`config.mk`:
```
export PLATFORM = sky130hd
export DESIGN_NAME = trig_clk_ps_sequencer_flat
export DESIGN_NICKNAME = d
export VERILOG_FILES = /design/src/rtl/trig_clk_ps_sequencer_if.sv /design/src/rtl/trig_clk_ps_sequencer.sv /design/src/flat_wrapper.sv
export SDC_FILE = /design/constraint.sdc
export NUM_CORES = 1
export LEC_CHECK = 0
export CORE_UTILIZATION = 50
export DETAILED_ROUTE_END_ITERATION = 6
export PLACE_DENSITY_LB_ADDON = 0.15
export SYNTH_ARGS = -nofsm -noshare
export SYNTH_HDL_FRONTEND = slang
export SYNTH_SLANG_ARGS = --single-unit
```
`constraint.sdc`:
```
create_clock -name cwusb_clk -period 3.4 [get_ports cwusb_clk]
set_input_delay 0.68 -clock cwusb_clk [delete_from_list [all_inputs] [get_ports cwusb_clk]]
set_output_delay 0.68 -clock cwusb_clk [all_outputs]
set_load 0.02 [all_outputs]
```
`src/rtl/trig_clk_ps_sequencer_if.sv`:
```
// Register-side and MMCM-side signal bundle for trig_clk_ps_sequencer.
// The slave modport is the sequencer; the master modport is whatever drives it.
interface trig_clk_ps_sequencer_if #(
    parameter int pSTEP_WIDTH = 12,
    parameter int pPOS_WIDTH  = 16
);
    logic                   I_start;
    logic [pSTEP_WIDTH-1:0] I_steps;
    logic                   I_incdec;
    logic                   I_abort;
    logic                   I_clear_position;
    logic                   I_psdone;
    logic                   O_psen;
    logic                   O_psincdec;
    logic                   O_busy;
    logic                   O_done;
    logic                   O_timeout;
    logic [pSTEP_WIDTH-1:0] O_remaining;
    logic [pPOS_WIDTH-1:0]  O_position;

    modport slave (
        input  I_start, I_steps, I_incdec, I_abort, I_clear_position, I_psdone,
        output O_psen, O_psincdec, O_busy, O_done, O_timeout, O_remaining, O_position
    );

    modport master (
        output I_start, I_steps, I_incdec, I_abort, I_clear_position, I_psdone,
        input  O_psen, O_psincdec, O_busy, O_done, O_timeout, O_remaining, O_position
    );
endinterface

```
`src/rtl/trig_clk_ps_sequencer.sv`:
```
// Multi-step MMCM dynamic phase-shift sequencer: N requested steps become N psen pulses paced by psdone.
// Optional WAIT-state watchdog enabled by defining PS_TIMEOUT_EN.
module trig_clk_ps_sequencer #(
    parameter int pSTEP_WIDTH     = 12,
    parameter int pPOS_WIDTH      = 16,
    parameter int pSETTLE_CYCLES  = 2,
    parameter int pTIMEOUT_CYCLES = 1023
) (
    input  logic                     cwusb_clk,
    input  logic                     reset_i,
    trig_clk_ps_sequencer_if.slave   bus
);
    typedef enum logic [1:0] {ST_IDLE, ST_PULSE, ST_WAIT, ST_SETTLE} state_t;

    localparam int SW = (pSETTLE_CYCLES > 1) ? $clog2(pSETTLE_CYCLES) : 1;
    localparam logic [SW-1:0] SETTLE_LOAD = (pSETTLE_CYCLES > 0) ? SW'(pSETTLE_CYCLES - 1) : '0;

    state_t                 r_state;
    logic                   r_abort;
    logic [SW-1:0]          r_settle;
    logic                   r_psen;
    logic                   r_psincdec;
    logic                   r_busy;
    logic                   r_done;
    logic [pSTEP_WIDTH-1:0] r_remaining;
    logic [pPOS_WIDTH-1:0]  r_position;
    logic                   w_abort;
    logic [pPOS_WIDTH-1:0]  w_pos_next;

`ifdef PS_TIMEOUT_EN
    localparam int TW = (pTIMEOUT_CYCLES > 1) ? $clog2(pTIMEOUT_CYCLES) : 1;
    localparam logic [TW-1:0] TIMEOUT_LAST = TW'(pTIMEOUT_CYCLES - 1);
    logic [TW-1:0] r_timer;
    logic          r_timeout;
`endif

    // An abort raised in the same cycle as psdone/settle expiry is honoured immediately.
    assign w_abort    = r_abort | bus.I_abort;
    assign w_pos_next = r_psincdec ? r_position + 1'b1 : r_position - 1'b1;

    always_ff @(posedge cwusb_clk) begin
        if (reset_i) begin
            r_state     <= ST_IDLE;
            r_abort     <= 1'b0;
            r_settle    <= '0;
            r_psen      <= 1'b0;
            r_psincdec  <= 1'b0;
            r_busy      <= 1'b0;
            r_done      <= 1'b0;
            r_remaining <= '0;
            r_position  <= '0;
`ifdef PS_TIMEOUT_EN
            r_timer     <= '0;
            r_timeout   <= 1'b0;
`endif
        end else begin
            r_psen <= 1'b0;
            r_done <= 1'b0;
            case (r_state)
                ST_IDLE: begin
                    if (bus.I_start) begin
`ifdef PS_TIMEOUT_EN
                        r_timeout <= 1'b0;
`endif
                        if (bus.I_steps == '0) begin
                            r_done <= 1'b1;
                        end else begin
                            r_remaining <= bus.I_steps;
                            r_psincdec  <= bus.I_incdec;
                            r_psen      <= 1'b1;
                            r_busy      <= 1'b1;
                            r_state     <= ST_PULSE;
                        end
                    end
                end
                ST_PULSE: begin
                    if (bus.I_abort) r_abort <= 1'b1;
`ifdef PS_TIMEOUT_EN
                    r_timer <= '0;
`endif
                    r_state <= ST_WAIT;
                end
                ST_WAIT: begin
                    if (bus.I_abort) r_abort <= 1'b1;
                    if (bus.I_psdone) begin
                        r_remaining <= r_remaining - 1'b1;
                        r_position  <= w_pos_next;
                        if (r_remaining == pSTEP_WIDTH'(1) || w_abort) begin
                            r_state <= ST_IDLE;
                            r_busy  <= 1'b0;
                            r_done  <= 1'b1;
                            r_abort <= 1'b0;
                        end else if (pSETTLE_CYCLES == 0) begin
                            r_psen  <= 1'b1;
                            r_state <= ST_PULSE;
                        end else begin
                            r_settle <= SETTLE_LOAD;
                            r_state  <= ST_SETTLE;
                        end
                    end
`ifdef PS_TIMEOUT_EN
                    else if (r_timer == TIMEOUT_LAST) begin
                        r_timeout <= 1'b1;
                        r_state   <= ST_IDLE;
                        r_busy    <= 1'b0;
                        r_done    <= 1'b1;
                        r_abort   <= 1'b0;
                    end else begin
                        r_timer <= r_timer + TW'(1);
                    end
`endif
                end
                ST_SETTLE: begin
                    if (w_abort) begin
                        r_state <= ST_IDLE;
                        r_busy  <= 1'b0;
                        r_done  <= 1'b1;
                        r_abort <= 1'b0;
                    end else if (r_settle == '0) begin
                        r_psen  <= 1'b1;
                        r_state <= ST_PULSE;
                    end else begin
                        r_settle <= r_settle - 1'b1;
                    end
                end
                default: r_state <= ST_IDLE;
            endcase
            // Clearing wins over a same-cycle step update.
            if (bus.I_clear_position) r_position <= '0;
        end
    end

    assign bus.O_psen      = r_psen;
    assign bus.O_psincdec  = r_psincdec;
    assign bus.O_busy      = r_busy;
    assign bus.O_done      = r_done;
    assign bus.O_remaining = r_remaining;
    assign bus.O_position  = r_position;
`ifdef PS_TIMEOUT_EN
    assign bus.O_timeout   = r_timeout;
`else
    // No watchdog in this build; the flag is a constant 0.
    assign bus.O_timeout   = (pTIMEOUT_CYCLES < 0);
`endif
endmodule

```
`src/flat_wrapper.sv`:
```
// flat-port wrapper written by rule: the top's interface ports become plain ports
module trig_clk_ps_sequencer_flat 
#(
    parameter int pSTEP_WIDTH     = 12,
    parameter int pPOS_WIDTH      = 16,
    parameter int pSETTLE_CYCLES  = 2,
    parameter int pTIMEOUT_CYCLES = 1023
)
  (cwusb_clk, reset_i, bus_I_start, bus_I_steps, bus_I_incdec, bus_I_abort, bus_I_clear_position, bus_I_psdone, bus_O_psen, bus_O_psincdec, bus_O_busy, bus_O_done, bus_O_timeout, bus_O_remaining, bus_O_position);
  trig_clk_ps_sequencer_if #(.pSTEP_WIDTH(pSTEP_WIDTH), .pPOS_WIDTH(pPOS_WIDTH)) bus_i ();
  input  logic cwusb_clk;
  input  logic reset_i;
  input wire logic [$bits(bus_i.I_start)-1:0] bus_I_start;
  input wire logic [$bits(bus_i.I_steps)-1:0] bus_I_steps;
  input wire logic [$bits(bus_i.I_incdec)-1:0] bus_I_incdec;
  input wire logic [$bits(bus_i.I_abort)-1:0] bus_I_abort;
  input wire logic [$bits(bus_i.I_clear_position)-1:0] bus_I_clear_position;
  input wire logic [$bits(bus_i.I_psdone)-1:0] bus_I_psdone;
  output wire logic [$bits(bus_i.O_psen)-1:0] bus_O_psen;
  output wire logic [$bits(bus_i.O_psincdec)-1:0] bus_O_psincdec;
  output wire logic [$bits(bus_i.O_busy)-1:0] bus_O_busy;
  output wire logic [$bits(bus_i.O_done)-1:0] bus_O_done;
  output wire logic [$bits(bus_i.O_timeout)-1:0] bus_O_timeout;
  output wire logic [$bits(bus_i.O_remaining)-1:0] bus_O_remaining;
  output wire logic [$bits(bus_i.O_position)-1:0] bus_O_position;
  assign bus_i.I_start = bus_I_start;
  assign bus_i.I_steps = bus_I_steps;
  assign bus_i.I_incdec = bus_I_incdec;
  assign bus_i.I_abort = bus_I_abort;
  assign bus_i.I_clear_position = bus_I_clear_position;
  assign bus_i.I_psdone = bus_I_psdone;
  assign bus_O_psen = bus_i.O_psen;
  assign bus_O_psincdec = bus_i.O_psincdec;
  assign bus_O_busy = bus_i.O_busy;
  assign bus_O_done = bus_i.O_done;
  assign bus_O_timeout = bus_i.O_timeout;
  assign bus_O_remaining = bus_i.O_remaining;
  assign bus_O_position = bus_i.O_position;
  trig_clk_ps_sequencer #(.pSTEP_WIDTH(pSTEP_WIDTH), .pPOS_WIDTH(pPOS_WIDTH), .pSETTLE_CYCLES(pSETTLE_CYCLES), .pTIMEOUT_CYCLES(pTIMEOUT_CYCLES)) u_core (.cwusb_clk(cwusb_clk), .reset_i(reset_i), .bus(bus_i));
endmodule
```
==> results.md <==
* Final WS setup at roughly 750 ps
* Crit-path leading delay family: compound AO/OA/AOI/OAI gates
* Post-Syn Instances at roughly 330
* Syn Nets at between 300 and 400
* Outcome: finished clean
* Die height at about 74 um
* Routed vias/inst at between 5 and 6
* Worst Path Required at ~3600 ps
* Fmax at around 380 MHz
* CP endpoint kind: register
* Dpl cell area at between 0.003 and 0.004 sq mm
* Number of global-route vias before repair at 2,264
* Max Transition Viols Final at 0
* DRC Markers at 0
* Slowest stage cell, crit path: inv_1
* Largest net degree at the start of global routing at 29
* Flops & latches, synth at 36
* CTS sink cnt at 36
* Comb power frac at ~45%
* Max Cap Viol at 0
* Root Buffer Master: clkbuf_8
* Fin crit share at 77.97%
* Fin nets at 417
* GP Congestion at roughly 0.83
* Yosys warning count at 0
* Fill cells at around 440
* CTS tree: yes
* Worst skew pair latency at around 300 ps
* Worst min-delay path class: register to register
* Max IR drop VDD at 0.0003683 V
* Least-Margin Pin Slew at between 600 and 700 ps
* Post-route minimum period at ~2700 ps
* Core Region at 0.004848 sq mm
* Distinct cells, synth at 57
* Sum of negative setup slack at 0 ps
* Seq pwr share at between 30% and 40%
* Element type at the critical path start: register
* FFs w/ async S/R, synth at 0%
* ANT cells at 0
* IO Pins at 52
* Final Cell Area at around 0.0032 sq mm
* Routed len/inst at 13.82 um
* Power share of the clock group at between 20% and 30%
* P&R area growth vs syn at 25.17%
* Hold slack at 471.2 ps
* Routed Antenna Nets at 0
* # rows at 25
* P_int at 1028 uW
* DRT iter0 DRCs at 146
* # H-tree levels at 2
* First-pass GRT wire length at between 10,000 and 15,000 um
* Buffers & Inverters on Critical Path at 1
* Setup bufs post-CTS at 0
* WS Path Type: register to register
* Slowest stage delay, CP at 400 ps
* Yosys top cell by area: dfxtp_1
* Critical-path cell list: inv_1 > ha_1 > nor2b_4 > o31a_1 > o2111ai_2 > a211oi_1 > or3_1 > a32o_1
* Slew margin rel. at around 55%
* Final Setup Violations at 0
* EDFF count, synth at 0
* Reg clk slew, reported paths at about 80 ps
* Die outline width at between 70 and 80 um
* Pre-CTS setup slack at between 600 and 700 ps
* Die ar. at around 0.0054 sq mm
* GRT Overall Usage at about a quarter
* Congestion Overflow GR at 0
* Post-detail-place hpwl at about 4500 um
* Net Switching at between 600 and 700 uW
* Hold Vio Cnt, Final at 0
* IO Port Bufs at 50
* Main flop type after synthesis: dfxtp_1
* First-pass DRT Iterations at 4
* Cts hold-fix bufs at 0
* Initial antenna violation count at 0
* Share of the synthesized area in the top cell type at roughly 28%
* Final Non-Filler Cells at roughly 440
* Switching Share at between 30% and 40%
* Crit path DAT at around 2900 ps
* Placed Cells at roughly 440
* Avg Cell Area, Syn at around 7.8 sq um
* Register area share after synthesis at between 20% and 30%
* Wirelength, routed at ~6100 um
* Cts bufs inserted at 5
* Post-Syn Area at approximately 0.0026 sq mm
* Initial Utilization at between 50% and 60%
* CTS resizes at 0
* Layout cells sized above 1 at 5.836%
* P_leak at between 0.001 and 0.0015 uW
* Via count at 2,545
* Maximum fanout along the worst path at 15
* Clock Skews at just under 5 ps
* PD cells at 525.2 mW/mm^2
* Clock Path Buffers at 2
* RSZ-0062 raised after global routing: no
* Synth top area cells: dfxtp_1 (28%), ha_1 (10%), a21oi_1 (6.6%)
-- cells by family after synthesis --
family	synth area share, %
and+or+nand+nor	25.07
AOI/OAI and AO/OA	25.70
DFF	27.99
buffers and inverters	4.762
adders and majority gates	10.98
muxes	3.644
xor gates and xnor gates	1.701
other	0.1456
-- final timing paths --
| check | from | end | slack (ps) | cells past startpoint |
|---|---|---|---|---|
| worst max register to register | u_core.bus.O_psincdec | u_core.bus.O_position[12] | 750 | 8 |
| worst min-delay path | u_core.bus.O_position[6] | u_core.bus.O_position[6] | 470 | 2 |
| worst max-delay path | u_core.bus.O_psincdec | u_core.bus.O_position[12] | 750 | 8 |
| worst min register to register | u_core.bus.O_position[6] | u_core.bus.O_position[6] | 470 | 2 |
-- stage by stage --
| step | util [%] | total power [uW] |
|---|---|---|
| floorplan | - | 1089 |
| global placement | 64.18 | 1300 |
| detailed placement | 64.18 | 1310 |
| CTS | 66.48 | 1700 |
| global route | 66.48 | 1814 |
| finish | 66.48 | 1693 |
-- final cells by class --
cell class	count	area, sq um	area share (%)
Inverter	14	52.55	1.630
Tap cell	67	83.83	2.601
Clock buffer	5	68.82	2.135
Clock inverter	3	42.54	1.320
Timing Repair Buffer	53	523.0	16.23
Sequential cell	36	720.7	22.36
Multi-Input combinational cell	266	1732	53.73
-- worst min-delay path: stages (launching register included) --
cell and delay, ps:
dfxtp_1 320, nand2_1 60, a21oi_1 50
-- cell usage after synthesis, types with 6 or more instances --
cell,instances
a211oi_1,6
a21oi_1,34
clkbuf_1,9
dfxtp_1,36
ha_1,21
inv_1,14
mux2i_1,6
nand2_1,37
nand2b_1,6
nand3_1,8
nor2_1,24
nor2b_1,11
nor3_1,14
o21ai_0,17
or3_1,6
-- cells in the final DEF, fill, tap and decap left out, types with 4 or more instances in the layout --
| master | Yosys | layout |
|---|---|---|
| a31oi_1 | 4 | 4 |
| nor2b_1 | 11 | 11 |
| nand2b_1 | 6 | 6 |
| nor2_1 | 24 | 24 |
| a21o_1 | 5 | 5 |
| nor3_1 | 14 | 14 |
| inv_1 | 14 | 14 |
| or3_1 | 6 | 6 |
| a21oi_1 | 34 | 34 |
| o32ai_1 | 5 | 5 |
| o21ai_0 | 17 | 17 |
| clkdlybuf4s50_1 | 0 | 50 |
| clkbuf_8 | 0 | 5 |
| and2_1 | 4 | 4 |
| a211oi_1 | 6 | 6 |
| ha_1 | 21 | 21 |
| and3_1 | 4 | 4 |
| nand2_1 | 37 | 37 |
| nand3_1 | 8 | 8 |
| dfxtp_1 | 36 | 36 |
| mux2i_1 | 6 | 6 |
| a21boi_0 | 4 | 4 |
| xnor2_1 | 4 | 4 |
-- power groups by stage --
stage	clock network (uW)	registers, uW	logic (uW)
global placement	0	551	750
CTS	393	543	764
floorplan	0	599	490
detailed placement	0	552	759
finish	382	544	767
global route	410	553	850
-- metal layers --
metal / vias up / track usage, % / wire length (um) / part of all wire, %
li1: 1297 / - / - / -
met1: 1167 / 30.58 / 2720 / 44
met2: 73 / 40.77 / 2985 / 49
met3: 8 / 5.213 / 340 / 5.5
met4: 0 / 6.838 / 87 / 1.4
met5: - / 0 / 0 / 0
-- registers in the layout, summed over array words and instances (netlist names) --
signal / flops
u_core.bus.O_position: 16
u_core.bus.O_remaining: 12
u_core.r_state: 2
u_core.bus.O_busy: 1
u_core.bus.O_done: 1
u_core.bus.O_psen: 1
u_core.bus.O_psincdec: 1
u_core.r_abort: 1
u_core.r_settle: 1
Power figures use the tool's default switching activity.
